### config.mk
export PLATFORM = sky130hd
export DESIGN_NAME = param_memory_flat
export DESIGN_NICKNAME = d
export VERILOG_FILES = /design/src/rtl/param_memory_if.sv /design/src/rtl/param_memory.sv /design/src/flat_wrapper.sv
export SDC_FILE = /design/constraint.sdc
export NUM_CORES = 1
export LEC_CHECK = 0
export ABC_AREA = 1
export ABC_CLOCK_PERIOD_IN_PS = 2000
export CAP_MARGIN = 0
export CORE_UTILIZATION = 41
export DETAILED_ROUTE_END_ITERATION = 12
export MAX_ROUTING_LAYER = met4
export PLACE_DENSITY = 0.62
export SLEW_MARGIN = 20
export SYNTH_ARGS = -nofsm -noshare
export SYNTH_HDL_FRONTEND = slang
export SYNTH_SLANG_ARGS = --single-unit
export TNS_END_PERCENT = 10
### constraint.sdc
create_clock -name clk -period 2 [get_ports clk]
set_input_delay 0.5 -clock clk [delete_from_list [all_inputs] [get_ports clk]]
set_output_delay 0.5 -clock clk [all_outputs]
set_load 0.05 [all_outputs]
### src/rtl/param_memory_if.sv
// -----------------------------------------------------------------------------
// param_memory_if
// Command/data bundle between a controlling FSM (master) and param_memory
// (slave).
//
// Signals
//   read_sig   master->slave  read request
//   write_sig  master->slave  write request
//   addr       master->slave  word address, AW = $clog2(DEPTH) bits
//   dataIn     master->slave  write data, WIDTH bits
//   dataOut    slave->master  registered read data, WIDTH bits
//   out_valid  slave->master  one-cycle strobe, dataOut updated by a read
//   busy       slave->master  clear sweep in progress, commands ignored
//   cfg_err    slave->master  one-cycle strobe, illegal command rejected
//   err_count  slave->master  saturating illegal-command count (8 bits)
// -----------------------------------------------------------------------------
interface param_memory_if #(
   parameter int WIDTH = 4,
   parameter int DEPTH = 16
);
   localparam int AW = $clog2(DEPTH);

   logic             read_sig;
   logic             write_sig;
   logic [AW-1:0]    addr;
   logic [WIDTH-1:0] dataIn;
   logic [WIDTH-1:0] dataOut;
   logic             out_valid;
   logic             busy;
   logic             cfg_err;
   logic [7:0]       err_count;

   modport master (
      output read_sig, write_sig, addr, dataIn,
      input  dataOut, out_valid, busy, cfg_err, err_count
   );

   modport slave (
      input  read_sig, write_sig, addr, dataIn,
      output dataOut, out_valid, busy, cfg_err, err_count
   );
endinterface

### src/rtl/param_memory.sv
// -----------------------------------------------------------------------------
// param_memory
// Parametrised single-port synchronous scratch memory with a post-reset clear
// sweep, registered read data with a valid strobe, and illegal-command flagging.
//
// Ports
//   clk   rising-edge clock
//   rst   synchronous active-high reset (restarts the clear sweep)
//   bus   param_memory_if.slave: read_sig, write_sig, addr, dataIn in;
//         dataOut, out_valid, busy, cfg_err, err_count out
//
// Parameters
//   WIDTH  data word width in bits (>= 1)
//   DEPTH  number of words (>= 2, any value)
//
// Build option
//   PARAM_MEMORY_ERR_COUNT_EN  when defined, err_count is an 8-bit saturating
//   count of illegal commands; otherwise err_count is tied to 0.
// -----------------------------------------------------------------------------
module param_memory #(
   parameter int WIDTH = 4,
   parameter int DEPTH = 16
) (
   input logic           clk,
   input logic           rst,
   param_memory_if.slave bus
);
   localparam int            AW        = $clog2(DEPTH);
   localparam logic [AW-1:0] LAST_ADDR = AW'(DEPTH - 1);

   typedef enum logic {
      ST_INIT,
      ST_READY
   } state_t;

   state_t           r_state;
   state_t           w_state_nxt;
   logic [AW-1:0]    r_ptr;
   logic [WIDTH-1:0] r_mem [DEPTH];
   logic [WIDTH-1:0] r_data_out;
   logic             r_out_valid;
   logic             r_cfg_err;

   logic             w_oob;
   logic             w_mem_we;
   logic [AW-1:0]    w_waddr;
   logic [WIDTH-1:0] w_wdata;
   logic             w_rd;
   logic             w_illegal;

   // Out-of-range addresses only exist when DEPTH is not a power of two.
   generate
      if (DEPTH == (1 << AW)) begin : g_pow2
         assign w_oob = 1'b0;
      end else begin : g_npow2
         assign w_oob = (bus.addr > LAST_ADDR);
      end
   endgenerate

   // NOTE: sequential state is updated with non-blocking assignments so every
   // register samples the pre-edge values of its neighbours.
   always_ff @(posedge clk) begin
      if (rst) r_state <= ST_INIT;
      else     r_state <= w_state_nxt;
   end

   // NOTE: every signal written here gets a default first, so no path through
   // the case leaves one unassigned and no latch is inferred.
   always_comb begin
      w_state_nxt = r_state;
      w_mem_we    = 1'b0;
      w_waddr     = bus.addr;
      w_wdata     = bus.dataIn;
      w_rd        = 1'b0;
      w_illegal   = 1'b0;

      case (r_state)
         ST_INIT: begin
            // Clear sweep: one zero word per cycle, commands ignored.
            w_mem_we = 1'b1;
            w_waddr  = r_ptr;
            w_wdata  = '0;
            if (r_ptr == LAST_ADDR) w_state_nxt = ST_READY;
         end
         ST_READY: begin
            if (bus.read_sig || bus.write_sig) begin
               if ((bus.read_sig && bus.write_sig) || w_oob) w_illegal = 1'b1;
               else if (bus.write_sig)                       w_mem_we  = 1'b1;
               else                                          w_rd      = 1'b1;
            end
         end
         default: w_state_nxt = ST_INIT;
      endcase

      // Reset aborts whatever the current cycle would have done.
      if (rst) begin
         w_state_nxt = ST_INIT;
         w_mem_we    = 1'b0;
         w_rd        = 1'b0;
         w_illegal   = 1'b0;
      end
   end

   // Sweep pointer, restarted from 0 on every reset.
   always_ff @(posedge clk) begin
      if (rst) begin
         r_ptr <= '0;
      end else if (r_state == ST_INIT) begin
         r_ptr <= (r_ptr == LAST_ADDR) ? '0 : r_ptr + 1'b1;
      end
   end

   // NOTE: the array has no reset branch; the clear sweep zeroes it, which
   // keeps it mappable onto plain RAM.
   always_ff @(posedge clk) begin
      if (w_mem_we) r_mem[w_waddr] <= w_wdata;
   end

   // Registered read data and strobes. An illegal command forces dataOut to 0.
   always_ff @(posedge clk) begin
      if (rst) begin
         r_data_out  <= '0;
         r_out_valid <= 1'b0;
         r_cfg_err   <= 1'b0;
      end else begin
         r_out_valid <= w_rd;
         r_cfg_err   <= w_illegal;
         if (w_rd)           r_data_out <= r_mem[bus.addr];
         else if (w_illegal) r_data_out <= '0;
      end
   end

`ifdef PARAM_MEMORY_ERR_COUNT_EN
   logic [7:0] r_err_count;

   always_ff @(posedge clk) begin
      if (rst) begin
         r_err_count <= 8'd0;
      end else if (w_illegal && (r_err_count != 8'hFF)) begin
         r_err_count <= r_err_count + 8'd1;
      end
   end

   assign bus.err_count = r_err_count;
`else
   assign bus.err_count = 8'd0;
`endif

   assign bus.dataOut   = r_data_out;
   assign bus.out_valid = r_out_valid;
   assign bus.cfg_err   = r_cfg_err;
   assign bus.busy      = (r_state == ST_INIT);

endmodule

### src/flat_wrapper.sv
// flat-port wrapper written by rule: the top's interface ports become plain ports
module param_memory_flat 
#(
   parameter int WIDTH = 4,
   parameter int DEPTH = 16
)
  (clk, rst, bus_read_sig, bus_write_sig, bus_addr, bus_dataIn, bus_dataOut, bus_out_valid, bus_busy, bus_cfg_err, bus_err_count);
  param_memory_if #(.WIDTH(WIDTH), .DEPTH(DEPTH)) bus_i ();
  input logic clk;
  input logic rst;
  input wire logic [$bits(bus_i.read_sig)-1:0] bus_read_sig;
  input wire logic [$bits(bus_i.write_sig)-1:0] bus_write_sig;
  input wire logic [$bits(bus_i.addr)-1:0] bus_addr;
  input wire logic [$bits(bus_i.dataIn)-1:0] bus_dataIn;
  output wire logic [$bits(bus_i.dataOut)-1:0] bus_dataOut;
  output wire logic [$bits(bus_i.out_valid)-1:0] bus_out_valid;
  output wire logic [$bits(bus_i.busy)-1:0] bus_busy;
  output wire logic [$bits(bus_i.cfg_err)-1:0] bus_cfg_err;
  output wire logic [$bits(bus_i.err_count)-1:0] bus_err_count;
  assign bus_i.read_sig = bus_read_sig;
  assign bus_i.write_sig = bus_write_sig;
  assign bus_i.addr = bus_addr;
  assign bus_i.dataIn = bus_dataIn;
  assign bus_dataOut = bus_i.dataOut;
  assign bus_out_valid = bus_i.out_valid;
  assign bus_busy = bus_i.busy;
  assign bus_cfg_err = bus_i.cfg_err;
  assign bus_err_count = bus_i.err_count;
  param_memory #(.WIDTH(WIDTH), .DEPTH(DEPTH)) u_core (.clk(clk), .rst(rst), .bus(bus_i));
endmodule
==> metrics <==
status=finished clean; Lkg Pwr=1.929 nW; multi-input logic area=903.4 µm²; Antenna Nets Post-Route=0; Cell variety after synth=20; GR Overflow Total=0; nets@finish=433; peak fanout along the critical path=1; Final Setup Violations=0; CTS sink cnt=75; DIE WIDTH=93.71 µm; cts bufs inserted=9; CTS Buffer Depth=2; dpl cells=514; post-DP HPWL=5057 µm; Core ar.=8175 µm²; most frequent cells in the layout=nand2_1, edfxtp_1, inv_1, nand3_1, buf_4; area grow syn2layout=19.74%; # diodes=0; warnings from Yosys=0; Fill cells=784; Final Worst Setup Slack=0.05906 ns; initial antenna violation count=0; initial DRC count=146; Worst setup EP type=primary output; total of max-cap violations=0; Min Clock Period, post-route=1.941 ns; gr usage total=18.73%; crit-path cells=clkdlybuf4s50_1; sequential cell area fraction in the yosys report=62.12%; cts hold-fix bufs=0; area of the die=8782 µm²; clk_skew=0.005438 ns; vias post-DR=2439; Worst path max stage delay=0.79 ns; Fin. Hold Viols=0; fin cells=530; Remaining DRCs=0; final core occ=50.51%; first-pass GRT wire length=11410 µm; Max H-tree Level=3; Reg clk slew, reported paths=0.07 ns; vias in the first global route=2287; Worst Hold Class=reg2reg; critical path buffer and inverter count=1; slowest cell on the critical path=clkdlybuf4s50_1; Slew @ Worst Pin=0.5038 ns; RSZ-0062 raised after global routing=no; top-level I/O count=27; CP Class=reg2out; CP arrival=1.44 ns; Seq cells post-synth=75; root buf cell=clkbuf_8; Die H=93.71 µm; hold slack final=0.4582 ns; part of the cycle the worst path needs=97.05%; Core Rows=33; WL per Instance=13.36 µm; share of cells above drive strength 1=14.12%; max-slew violation total from the final report=0; Initial Util=42.18%; TritonCTS clock tree=built; Post-CTS Setup Bufs=0; syn_area_per_cell=9.422 µm²; drt pass-1 iters=4; DP Worst Slack=-0.1809 ns; flip-flop and latch area=2142 µm²; Rel. slew slack=66.36%; VDD IR max=0.3432 mV; I/O Buffers=18; Clk Latency, worst-skew pair=0.35 ns; startpoint types=flop; most common cell after layout, fill and taps aside=nand2_1; via density per instance=4.602; Max Freq=515.2 MHz; GPL Wtd Cong=0.9236; largest net degree at the start of global routing=17; Final Routed Wirelength=7083 µm; Cells after Synth=366; Top delay family on crit path=buffers and inverters; Power Density=772.1 nW/µm²; Netlist Area Pre-Place=3448 µm²; Req. time, crit path=1.50 ns
-- state kept, by name, summed over array words and instances, names as in the netlist --
register	flops
u_core.bus.cfg_err	1
u_core.r_mem	64
u_core.r_state	1
u_core.bus.dataOut	4
u_core.bus.out_valid	1
u_core.r_ptr	4
-- stage by stage --
stage          TNS, ns  power (mW)  instance area, µm²
6_report             0       3.188                4129
3_3_place_gp    -6.059       2.003                3919
2_1_floorplan        0       1.926                3475
5_1_grt              0       3.305                4129
3_5_place_dp    -6.724       2.007                3919
4_1_cts              0       3.203                4124
-- what timing repair did --
item | in CTS | in global routing
setup endpoints to repair | 2 | 2
gates cloned | 0 | 0
gates resized for setup | 2 | 2
-- where the power goes --
group	switching (mW)	internal, mW	total (mW)	leakage [nW]
Combinational	0.170	0.0997	0.269	1.11
Clock	0.525	0.692	1.22	0.101
Sequential	0.00737	1.69	1.70	0.716
-- worst paths after layout --
path                                             from                     to  slack (ns)  depth (start not counted)
worst max register to register         u_core.r_state     u_core.r_mem[7][3]        0.22                          5
worst min-delay path            u_core.bus.dataOut[2]  u_core.bus.dataOut[2]        0.46                          2
worst min register to register  u_core.bus.dataOut[2]  u_core.bus.dataOut[2]        0.46                          2
worst max-delay path               u_core.bus.cfg_err            bus_cfg_err        0.06                          1
-- cells in the mapped netlist --
library cell	count	share of area (%)
a21oi_1	5	0.73
nand3b_1	1	0.22
conb_1	1	0.11
edfxtp_1	64	56
buf_2	2	0.29
buf_4	10	2.2
dfxtp_1	11	6.4
ha_1	1	0.36
o21ai_2	1	0.25
nor2_1	23	2.5
inv_4	1	0.18
or2_2	1	0.18
inv_2	3	0.33
a21oi_2	1	0.25
o21ai_0	3	0.44
nor2_4	1	0.33
nand3_1	55	8.0
buf_6	8	2.6
inv_1	63	6.9
nand2_1	111	12
-- final cells by class --
type	count	area share (%)
clock buffer	10	3.091
inverter	67	6.152
timing repair buffer	56	11.88
tap	105	3.182
sequential	75	51.88
clock inverter	6	1.939
multi-input combinational	211	21.88
-- cells by family (layout without fill, tap and decap cells) --
group	Yosys count	after routing	synth area share, %
other	1	8	0.1087
flip-flops	75	75	62.12
AND/OR/NAND/NOR	192	192	23.29
AO/OA/AOI/OAI	10	10	1.669
adder cells (fa/ha/maj)	1	1	0.3628
buffers and inverters	87	139	12.45
-- routing by layer --
| layer | wire [µm] | track usage [%] | vias up |
|---|---|---|---|
| met5 | 0 | - | - |
| met2 | 3389 | 29.99 | 65 |
| li1 | - | - | 1252 |
| met4 | 163 | 8.974 | 0 |
| met3 | 426 | 3.641 | 16 |
| met1 | 3103 | 22.82 | 1106 |
(Power assumes the default switching activity.)
